$ cat config.mk
export PLATFORM = sky130hd
export DESIGN_NAME = ckt_test_driver
export DESIGN_NICKNAME = d
export VERILOG_FILES = /design/src/rtl/ckt_test_pkg.sv /design/src/rtl/misr_compactor.sv /design/src/rtl/ckt_test_driver.sv
export SDC_FILE = /design/constraint.sdc
export NUM_CORES = 1
export LEC_CHECK = 0
export ABC_CLOCK_PERIOD_IN_PS = 3950
export CAP_MARGIN = 40
export CORE_UTILIZATION = 50
export DETAILED_ROUTE_END_ITERATION = 8
export GPL_ROUTABILITY_DRIVEN = 0
export PLACE_DENSITY_LB_ADDON = 0.25
export SETUP_SLACK_MARGIN = 0.1
export SYNTH_ARGS = -nofsm -noshare
export SYNTH_HDL_FRONTEND = slang
export SYNTH_SLANG_ARGS = --single-unit
$ cat constraint.sdc
create_clock -name clk -period 3.95 [get_ports clk]
set_input_delay 0.395 -clock clk [delete_from_list [all_inputs] [get_ports clk]]
set_output_delay 0.395 -clock clk [all_outputs]
set_load 0.05 [all_outputs]
$ cat src/rtl/ckt_test_pkg.sv
// Shared types and constants for the benchmark-circuit test driver.
// Latency: n/a (package only).
// Backpressure: n/a (package only).
//
// Contents: FSM state encoding, LFSR/MISR tap positions and default widths.
// The tap positions are tied to the default widths (x^33+x^20+1 for the
// pattern LFSR, x^25+x^22+1 for the response MISR).
package ckt_test_pkg;

    // Default pattern / response widths of the wrapped benchmark circuit.
    localparam int IN_W_DEF  = 33;
    localparam int OUT_W_DEF = 25;

    // Pattern LFSR feedback taps: x^33 + x^20 + 1.
    localparam int LFSR_TAP_A = 32;
    localparam int LFSR_TAP_B = 19;

    // Response MISR feedback taps: x^25 + x^22 + 1.
    localparam int MISR_TAP_A = 24;
    localparam int MISR_TAP_B = 21;

    typedef enum logic [2:0] {
        ST_IDLE    = 3'd0,
        ST_LOAD    = 3'd1,
        ST_APPLY   = 3'd2,
        ST_CAPTURE = 3'd3,
        ST_DONE    = 3'd4
    } state_t;

endpackage

$ cat src/rtl/misr_compactor.sv
// Multiple-input signature register compacting one response word per capture.
// Latency: signature updates on the edge where capture_en is high; sig_next is combinational.
// Backpressure: none; the caller qualifies clear/capture_en (clear wins over capture).
//
// Ports:
//   clk, rst     rising-edge clock, synchronous active-high reset (signature -> 0)
//   clear        load zero into the signature
//   capture_en   fold data into the signature
//   data         response word to compact
//   signature    current signature
//   sig_next     value the signature takes on a capture (used for early compare)
module misr_compactor
    import ckt_test_pkg::*;
#(
    parameter int WIDTH = OUT_W_DEF,
    parameter int TAP_A = MISR_TAP_A,
    parameter int TAP_B = MISR_TAP_B
) (
    input  logic             clk,
    input  logic             rst,
    input  logic             clear,
    input  logic             capture_en,
    input  logic [WIDTH-1:0] data,
    output logic [WIDTH-1:0] signature,
    output logic [WIDTH-1:0] sig_next
);

    // Shift left, feed back the tap XOR into bit 0, then fold in the response.
    always_comb begin
        sig_next = {signature[WIDTH-2:0], signature[TAP_A] ^ signature[TAP_B]} ^ data;
    end

    always_ff @(posedge clk) begin
        if (rst) begin
            signature <= '0;
        end else if (clear) begin
            signature <= '0;
        end else if (capture_en) begin
            signature <= sig_next;
        end
    end

endmodule

$ cat src/rtl/ckt_test_driver.sv
// LFSR pattern generator + MISR response compactor driving a combinational benchmark wrapper.
// Latency: done rises 1 + N*(SETTLE+1) cycles after the start-accept edge.
// Backpressure: enable low freezes all state; start is only honoured in IDLE/DONE with enable high.
//
// Ports:
//   clk, rst      rising-edge clock, synchronous active-high reset
//   enable        global advance qualifier
//   start         one-cycle run request (IDLE/DONE only)
//   num_patterns  pattern count, latched on start accept
//   golden_sig    expected signature, latched on start accept
//   dut_in        pattern driven to the wrapper's in_val
//   dut_out       response from the wrapper's out_val
//   busy          high in LOAD/APPLY/CAPTURE
//   done          high in DONE
//   pass          signature matched golden (valid while done)
//   signature     current MISR value
//   pattern_idx   patterns captured so far
module ckt_test_driver
    import ckt_test_pkg::*;
#(
    parameter int              IN_W      = IN_W_DEF,
    parameter int              OUT_W     = OUT_W_DEF,
    parameter int              CNT_W     = 16,
    parameter int              SETTLE    = 2,
    parameter logic [IN_W-1:0] LFSR_SEED = IN_W'(1)
) (
    input  logic             clk,
    input  logic             rst,
    input  logic             enable,
    input  logic             start,
    input  logic [CNT_W-1:0] num_patterns,
    input  logic [OUT_W-1:0] golden_sig,
    output logic [IN_W-1:0]  dut_in,
    input  logic [OUT_W-1:0] dut_out,
    output logic             busy,
    output logic             done,
    output logic             pass,
    output logic [OUT_W-1:0] signature,
    output logic [CNT_W-1:0] pattern_idx
);

    // SETTLE is limited to 1..15, so a 4-bit settle counter always suffices.
    localparam logic [3:0] SETTLE_LAST = 4'(SETTLE - 1);

    state_t           state;
    state_t           state_nxt;
    logic [CNT_W-1:0] cnt_lat;
    logic [OUT_W-1:0] gold_lat;
    logic [3:0]       settle_cnt;
    logic [IN_W-1:0]  lfsr_nxt;
    logic [OUT_W-1:0] sig_next;
    logic             last_pattern;
    logic             settle_end;
    logic             misr_clear;
    logic             misr_capture;

    assign lfsr_nxt     = {dut_in[IN_W-2:0], dut_in[LFSR_TAP_A] ^ dut_in[LFSR_TAP_B]};
    // pattern_idx still holds the pre-capture count during CAPTURE.
    assign last_pattern = (pattern_idx + CNT_W'(1)) == cnt_lat;
    assign settle_end   = settle_cnt == SETTLE_LAST;

    // ---------------------------------------------------------------- state register
    always_ff @(posedge clk) begin
        if (rst) begin
            state <= ST_IDLE;
        end else if (enable) begin
            state <= state_nxt;
        end
    end

    // ---------------------------------------------------------------- next state
    always_comb begin
        state_nxt = state;
        case (state)
            ST_IDLE, ST_DONE: begin
                if (start) begin
                    state_nxt = ST_LOAD;
                end
            end
            ST_LOAD: begin
                state_nxt = (cnt_lat == '0) ? ST_DONE : ST_APPLY;
            end
            ST_APPLY: begin
                if (settle_end) begin
                    state_nxt = ST_CAPTURE;
                end
            end
            ST_CAPTURE: begin
                state_nxt = last_pattern ? ST_DONE : ST_APPLY;
            end
            default: begin
                state_nxt = ST_IDLE;
            end
        endcase
    end

    // ---------------------------------------------------------------- state outputs
    always_comb begin
        busy = 1'b0;
        done = 1'b0;
        case (state)
            ST_LOAD, ST_APPLY, ST_CAPTURE: busy = 1'b1;
            ST_DONE:                       done = 1'b1;
            default:                       ;
        endcase
    end

    // ---------------------------------------------------------------- datapath
    // pass is resolved on the edge that enters DONE, so it is already valid
    // in the first cycle done is high.
    always_ff @(posedge clk) begin
        if (rst) begin
            dut_in      <= '0;
            pattern_idx <= '0;
            settle_cnt  <= '0;
            cnt_lat     <= '0;
            gold_lat    <= '0;
            pass        <= 1'b0;
        end else if (enable) begin
            case (state)
                ST_IDLE, ST_DONE: begin
                    if (start) begin
                        cnt_lat  <= num_patterns;
                        gold_lat <= golden_sig;
                        pass     <= 1'b0;
                    end
                end
                ST_LOAD: begin
                    dut_in      <= LFSR_SEED;
                    pattern_idx <= '0;
                    settle_cnt  <= '0;
                    if (cnt_lat == '0) begin
                        // Empty run: the cleared signature is compared directly.
                        pass <= (gold_lat == '0);
                    end
                end
                ST_APPLY: begin
                    settle_cnt <= settle_cnt + 4'd1;
                end
                ST_CAPTURE: begin
                    dut_in      <= lfsr_nxt;
                    pattern_idx <= pattern_idx + CNT_W'(1);
                    settle_cnt  <= '0;
                    if (last_pattern) begin
                        pass <= (sig_next == gold_lat);
                    end
                end
                default: ;
            endcase
        end
    end

    // ---------------------------------------------------------------- response compaction
    assign misr_clear   = enable && (state == ST_LOAD);
    assign misr_capture = enable && (state == ST_CAPTURE);

    misr_compactor #(
        .WIDTH (OUT_W),
        .TAP_A (MISR_TAP_A),
        .TAP_B (MISR_TAP_B)
    ) u_misr (
        .clk        (clk),
        .rst        (rst),
        .clear      (misr_clear),
        .capture_en (misr_capture),
        .data       (dut_out),
        .signature  (signature),
        .sig_next   (sig_next)
    );

endmodule
# Word level (Yosys, flattened, before mapping)
# Index checks and enable logic that the tools add are counted.
[word_totals] register_bits=123 out_inout_bits=77 elab_cells=55
[op_classes] add_sub_neg=2 n_eq_ne=11 muxes=14 bitwise_logic=3 n_reduce_logical=17
[ops] op="$pmux W33 S2" count=1
[ops] op="$pmux W16 S2" count=1
[ops] op="$eq A25 B25 Y1" count=1
[ops] op="$logic_not A25 Y1" count=1
[ops] op="$xor A25 B25 Y25" count=1
[ops] op="$add A16 B1 Y16 const B" count=1
[ops] op="$eq A16 B16 Y1" count=1
[ops] op="$logic_not A16 Y1" count=1
[ops] op="$mux W3" count=4
[ops] op="$pmux W3 S4" count=1
[ops] op="$ne A2 B2 Y1 const B" count=4
[ops] op="$pmux W4 S2" count=1
[ops] op="$eq A3 B2 Y1 const B" count=2
[ops] op="$reduce_and A3 Y1" count=2
[ops] op="$reduce_or A2 Y1" count=3
[ops] op="$mux W1" count=5
[ops] op="$reduce_and A5 Y1" count=1
[ops] op="$add A4 B1 Y4 const B" count=1
[ops] op="$eq A4 B1 Y1 const B" count=1
[ops] op="$reduce_and A2 Y1" count=2
[ops] op="$reduce_bool A2 Y1" count=2
[ops] op="$eq A3 B1 Y1 const B" count=1
[ops] op="$eq A3 B3 Y1 const B" count=1
[ops] op="$logic_not A3 Y1" count=1
[ops] op="5 further kinds" count=7

# Longest topological paths before layout
# Gate-level depths: netlist (run 1).
[logic_depth] ltp_word=5 depth_mapped=9 ltp_nobuf=8

# By module
# Synthesis (run 1) repeated with hierarchy kept, for this count alone.
[unflattened] cells_unflattened=743 hier_area_um2=5964.5
[modules_own_cells] module="ckt_test_driver" instances=1 cells_per_inst=636 area_each_um2=4840.9 seq_area_each_um2=1961.9
[modules_own_cells] module="misr_compactor" instances=1 cells_per_inst=107 area_each_um2=1123.6 seq_area_each_um2=500.5

# Worst setup path before layout (run 1)
# OpenSTA, ideal clock, no wires.
[synth_path] path_kind="reg-to-reg" start="register pattern_idx[0]" end="register pass" setup_ns=0.123 t_arrival_ns=2.626 required_ns=3.827 path_slack_ns=1.201 stages_incl_launch_ff=10 path_cell_list="dfxtp_1 ha_1 and3_1 buf_2 nand2_4 a2111oi_0 nand4_1 nor4_1 o21ai_1 mux2_1"
[synth_between] elab_chain_len=4
[synth_lines] item="start, declared" line_no="ckt_test_driver.sv:39" source="output logic [CNT_W-1:0] pattern_idx"
[synth_lines] item="start signal, assigned" line_no="ckt_test_driver.sv:142" source="pattern_idx <= pattern_idx + CNT_W'(1);"
[synth_lines] item="$add A16 B1 Y16" line_no="ckt_test_driver.sv:59" source="assign last_pattern = (pattern_idx + CNT_W'(1)) == cnt_lat;"
[synth_lines] item="$eq A16 B16 Y1" line_no="ckt_test_driver.sv:59"
[synth_lines] item="$ne A2 B2 Y1 (no source line)"
[synth_lines] item="$reduce_and A5 Y1 (no source line)"
[synth_lines] item="end signal, assigned" line_no="ckt_test_driver.sv:134" source="pass <= (gold_lat == '0);"
[synth_lines] item="end signal, assigned" line_no="ckt_test_driver.sv:145" source="pass <= (sig_next == gold_lat);"
[synth_lines] item="end, declared" line_no="ckt_test_driver.sv:37" source="output logic pass,"
# Every way passes these cells.
# A chain may end at the register's enable or synchronous reset.

# Worst setup path after layout (run 1)
# Ends and elaborated chain as after synthesis.

==> run_results.csv, run 1 <==
group,metric,value,unit
timing,fin_skew,11.85,ps
route,num_vias,5343,
clock_tree,cts_setup_buffers,0,
synth,ys_types,54,
synth,ys_seq_area_share,43.41,%
finish,multi_input_area,2989,um2
power_and_ir_drop,seq_power_share,42.9,%
setup_path,arrival,3350,ps
synth,post-synth-top-area-cell,"dfxtp_1",
die,num_rows,38,
power_and_ir_drop,ir_drop,279.1,uV
job,maxCapViolations,0,
clock_tree,numCtsBuffers,17,
timing,worst_pin_slew,869.8,ps
global_route,grt_use_total,27.77,%
synth,syn_area_per_cell,8.518,um2
finish,nNetsFinal,866,
placed_design,portBuffers,146,
setup_path,start_kind,"register",
finish,drive_gt1_share,7.072,%
setup_path,path_max_fanout,8,
run_status,outcome,"complete, no violations",
power_and_ir_drop,intPower,2.230,mW
synth,yosysMostFrequentCell,"dfxtp_1",
global_route,grt_pass1_wl,25160,um
timing,slew_headroom,42.02,%
clock_tree,root_buffer,"clkbuf_16",
finish,n_antenna_cell,0,
clock_tree,cts_resized,0,
route,drtIter0Drc,439,
hold_path,hold_start,"gold_lat[10]",
timing,setup_viol_count_final,0,
route,drtPass1Iterations,5,
global_route,grt_max_degree,49,
placed_design,dp_hpwl,11130,um
synth,synth_area,5673,um2
clock_tree,cts.htree.levels,4,
die,initial_core_util,51.88,%
die,die_w,108.5,um
synth,synth.ff_latch_count,123,
route,ant_nets,0,
power_and_ir_drop,cellLeakagePower,2.776,nW
power_and_ir_drop,power.switching,0.7885,mW
synth,synthTopCellsByCount,"dfxtp_1 (123), nand2_1 (115), a21oi_1 (64)",
power_and_ir_drop,total_power,3.018,mW
timing,period_needed,3052,ps
timing,fmax,327.6,MHz
synth,synthesis.instances,666,
route,routedWlPerCell,16.82,um
timing,hold_slack,478.3,ps
clock_tree,clock_sinks,123,
setup_path,critPathLaunch,"pattern_idx[0]",
clock_tree,clkSlewWorstSetupHoldPaths,60,ps
synth,synth.top_cell.area_share,43.41,%
placed_design,dp_worst_setup_slack,1002,ps
clock_tree,cts_tree,"built",
clock_tree,clock_path_buffers,2,
finish,fill_cells,884,
power_and_ir_drop,power_density,390.7,nW/um2
route,drc_errors,0,
setup_path,reg2reg_from,"pattern_idx[0]",
hold_path,min_path_cells,2,
power_and_ir_drop,pwr-share-clk,47.7,%
timing,fin_ws,897.6,ps
route,postRouteWirelength,15910,um
synth,ys.flop_type,"dfxtp_1",
die,fp.coreArea,10940,um2
timing,rsz0062_at_grt,"no",
die,die_h,108.5,um
route,viasPerCell,5.648,
global_route,overflow,0,
synth,async_flop_share,0,%
finish,ff_latch_area,2462,um2
finish,syn_to_final_growth,36.19,%
die,ios,147,
synth,synthTopCellsByArea,"dfxtp_1 (43%), nand2_1 (7.6%), xnor2_1 (7.3%), a21oi_1 (5.6%), a22o_1 (5.1%)",
power_and_ir_drop,pwr-share-comb,9.4,%
synth,synth_edf_count,0,
clock_tree,postCtsHoldBufs,0,
synth,ys.warnings.count,0,
clock_tree,clk_latency,420,ps
setup_path,reg2reg_depth,8,
global_route,first_global_vias,5111,
timing,setup_tns,0,ps
timing,final_max_slew_viol_count,0,
setup_path,crit_type,"register to register",
global_route,antenna_found_initial,0,
synth,syn-num-nets,739,
setup_path,cp.required,4250,ps
setup_path,critPathCaptureType,"register",
timing,final_hold_viol_count,0,
power_and_ir_drop,p_sw_share,26.12,%
die,dieArea,11780,um2
timing,period_share,77.27,%
hold_path,min_path_type,"register to register",
## layer usage
metal | track usage (%) | share of wire, %
met2 | 43.44 | 46
met5 | 0 | 0
met3 | 8.439 | 8.8
met4 | 10.42 | 1.7
met1 | 35.89 | 43
## sequential cells by signal, summed over array words and instances (netlist names)
name	cells
pattern_idx	16
cnt_lat	16
settle_cnt	4
u_misr.signature	25
dut_in	33
gold_lat	25
state	3
pass	1
## worst max-delay path, stage by stage, from the launching register on
cell and delay (ps):
dfxtp_1 500, ha_1 380, and3_1 390, nand2_4 110, a2111oi_0 490, nand4_1 210
nor4_1 340, o21ai_1 160, mux2_1 340
## layout by cell type (no fill, tap or decap), drive strengths merged, types with 6 or more instances in the layout
cell / Yosys / final
a211oi: 25 / 25
a21oi: 64 / 64
a22o: 33 / 33
and3: 6 / 6
buf: 11 / 10
clkbuf: 36 / 18
clkdlybuf4s50: 0 / 145
clkinvlp: 0 / 6
dfxtp: 123 / 123
inv: 4 / 9
nand2: 116 / 116
nand3: 12 / 12
nand4: 17 / 17
nor2: 57 / 57
nor3: 19 / 19
nor4: 16 / 16
o21ai: 9 / 9
xnor2: 47 / 47
xor2: 27 / 27
## cell families after synthesis
group | count (synthesis) | share of synthesized area, %
xor gates and xnor gates | 74 | 11.42
and+or+nand+nor | 263 | 22.32
AOI/OAI and AO/OA | 146 | 16.98
DFF | 123 | 43.41
adders and majority gates | 3 | 0.6617
muxes | 6 | 1.147
buffers and inverters | 51 | 4.058
## metrics by stage
stage / util (%) / cells / cell area, um2
after floorplan: - / 666 / 5673
after global placement: 65.46 / 913 / 7158
after detailed placement: 65.60 / 914 / 7173
after CTS: 70.65 / 946 / 7726
after global routing: 70.65 / 946 / 7726
final: 70.65 / 946 / 7726
## worst paths after layout
path	slack (ps)	endpoint
worst min register to register	480	gold_lat[10]
worst max register to register	900	pass
worst min-delay path	480	gold_lat[10]
worst max-delay path	900	pass
## power by group through the flow
stage               Sequential [mW]  Combinational [mW]  Clock (mW)
floorplan                      1.32               0.152           0
global placement               1.32               0.271           0
detailed placement             1.32               0.279           0
CTS                            1.29               0.283        1.46
global route                   1.30               0.307        1.51
finish                         1.29               0.284        1.44
## layout make-up
cell class	count	area share (%)
flip-flops and latches	123	31.87
repair buffers	155	19.82
clock buffers	18	5.684
well taps	140	2.267
multi-input cells	492	38.69
clock inverters	14	1.474
inverters	4	0.1943
(Power assumes the default switching activity.)
==> run 2, diff against run 1 <==
- ABC_CLOCK_PERIOD_IN_PS: 3950 -> 2600
- CORE_UTILIZATION: 50 -> 44
- clock period: 3.95 -> 2.6 ns (I/O delays scaled with it)
==> run_results.csv, run 2 (synthesis gave the netlist of run 1 again) <==
group,metric,value,unit
run_status,outcome,"complete, no violations",
setup_path,r2r_slack,210,ps
die,initial_core_util,44.95,%
placed_design,dp_worst_setup_slack,68.19,ps
finish,nNetsFinal,876,
timing,setup_tns,0,ps
timing,fin_ws,205.6,ps
placed_design,portBuffers,146,
clock_tree,clkSlewWorstSetupHoldPaths,60,ps
route,drtPass1Iterations,5,
clock_tree,postCtsHoldBufs,0,
power_and_ir_drop,power_density,600.2,nW/um2
setup_path,critPathLaunch,"pattern_idx[6]",
finish,reg_top3,"dut_in (33), gold_lat (25), u_misr.signature (25)",
setup_path,crit_type,"register to register",
route,m1WireLength,7086,um
setup_path,endpoint,"pass",
die,num_rows,41,
timing,period_share,92.09,%
timing,fmax,417.6,MHz
finish,largest_reg_flops,33,
timing,rsz0062_at_grt,"no",
timing,worst_pin_slew,781.1,ps
setup_path,rr_endpoint,"pass",
placed_design,dpl.cell_count,956,
clock_tree,clock_path_buffers,2,
finish,final_cell_mix,"clkdlybuf4s50_1 (143), dfxtp_1 (116), nand2_1 (115)",
global_route,overflow,0,
timing,final_hold_viol_count,0,
hold_path,hold_start,"rst",
finish,drive_gt1_share,9.069,%
route,viasPerCell,5.404,
die,die_w,115.5,um
global_route,first_global_vias,5173,
die,dieArea,13350,um2
clock_tree,root_buffer,"clkbuf_16",
setup_path,arrival,2700,ps
setup_path,cp.required,2900,ps
setup_path,reg2reg_from,"pattern_idx[6]",
power_and_ir_drop,ir_drop,452.2,uV
global_route,grt_max_degree,70,
route,num_vias,5339,
finish,layout_commonest_cell,"clkdlybuf4s50_1",
placed_design,dp_hpwl,11390,um
finish,syn_to_final_growth,39.66,%
timing,fin_skew,10.16,ps
timing,period_needed,2394,ps
route,wl_met2,7349,um
setup_path,path_max_fanout,9,
clock_tree,numCtsBuffers,17,
global_route,antenna_found_initial,0,
timing,setup_viol_count_final,0,
setup_path,reg2reg_depth,7,
job,maxCapViolations,0,
route,postRouteWirelength,15970,um
finish,layoutNonFillerInstCount,988,
clock_tree,clock_sinks,123,
power_and_ir_drop,cellLeakagePower,2.861,nW
route,drtIter0Drc,407,
timing,final_max_slew_viol_count,0,
hold_path,min_path_type,"input pin to register",
clock_tree,clk_latency,420,ps
setup_path,start_kind,"register",
clock_tree,cts_tree,"built",
clock_tree,cts.htree.levels,4,
route,ant_nets,0,
die,ios,147,
finish,top_register,"dut_in",
finish,n_antenna_cell,0,
die,die_h,115.5,um
route,routedWlPerCell,16.16,um
route,highest_layer,"met4",
setup_path,critPathCaptureType,"register",
die,fp.coreArea,12620,um2
route,wl_met3,1205,um
global_route,grt_pass1_wl,25590,um
timing,slew_headroom,47.87,%
route,drc_errors,0,
global_route,grt_use_total,25.01,%
## run 2: cell types whose count changed in the layout (fill, tap and decap cells not counted), sizes merged
cell           delta
clkinvlp          -4
dlygate4sd2       +1
clkbuf            +3
clkinv            +3
inv               -5
clkdlybuf4s50     -2
buf              +11
bufinv            +3
## run 2: what timing repair did
| action | CTS | global route |
|---|---|---|
| gates resized for setup | 3 | 4 |
| pin swaps | 0 | 1 |
| hold endpoints to repair | 0 | 0 |
| setup buffers | 0 | 0 |
| endpoints found under the setup margin | 2 | 1 |
## run 2: how the worst min path moves through the flow
stage,end,cells past startpoint
global route,cnt_lat[14],3
global placement,dut_in[25],2
finish,pattern_idx[1],3
detailed placement,dut_in[12],1
CTS,pattern_idx[1],3
floorplan,cnt_lat[0],2
## run 2: stage by stage
stage / util (%) / instance area, um2 / hold WS [ps] / total power, mW
detailed placement: 57.96 / 7315 / 479.3 / 2.439
CTS: 62.63 / 7904 / 365.6 / 4.778
global placement: 57.87 / 7303 / 469.1 / 2.427
floorplan: - / 5684 / 396.0 / 2.232
finish: 62.78 / 7923 / 375.9 / 4.756
global route: 62.78 / 7923 / 393.9 / 4.916
## run 2: worst max-delay path, stage by stage (launching register included)
cell	delay, ps
dfxtp_2	440
and4_2	390
nand4_1	190
xnor2_1	180
a2111o_1	430
nor4_2	230
o21ai_1	110
mux2_1	300
## run 2: area by class of cell
class / count / area [um2]
fill: 1130 / 4697
clock buffer: 21 / 440.4
multi-input combinational: 492 / 3008
sequential: 123 / 2474
timing repair buffer: 165 / 1624
clock inverter: 11 / 146.4
tap: 172 / 215.2
inverter: 4 / 15.01
## run 2: metal layers
metal  track usage (%)  up-vias
li1                  -     2607
met1             31.65     2498
met2             39.80      205
met3             7.008       29
met4             11.00        0
met5                 0        -
## run 2: power breakdown
part | total [mW] | switching (mW) | internal (mW)
clock | 2.35 | 0.844 | 1.50
combinational | 0.439 | 0.225 | 0.214
sequential | 1.97 | 0.0468 | 1.92
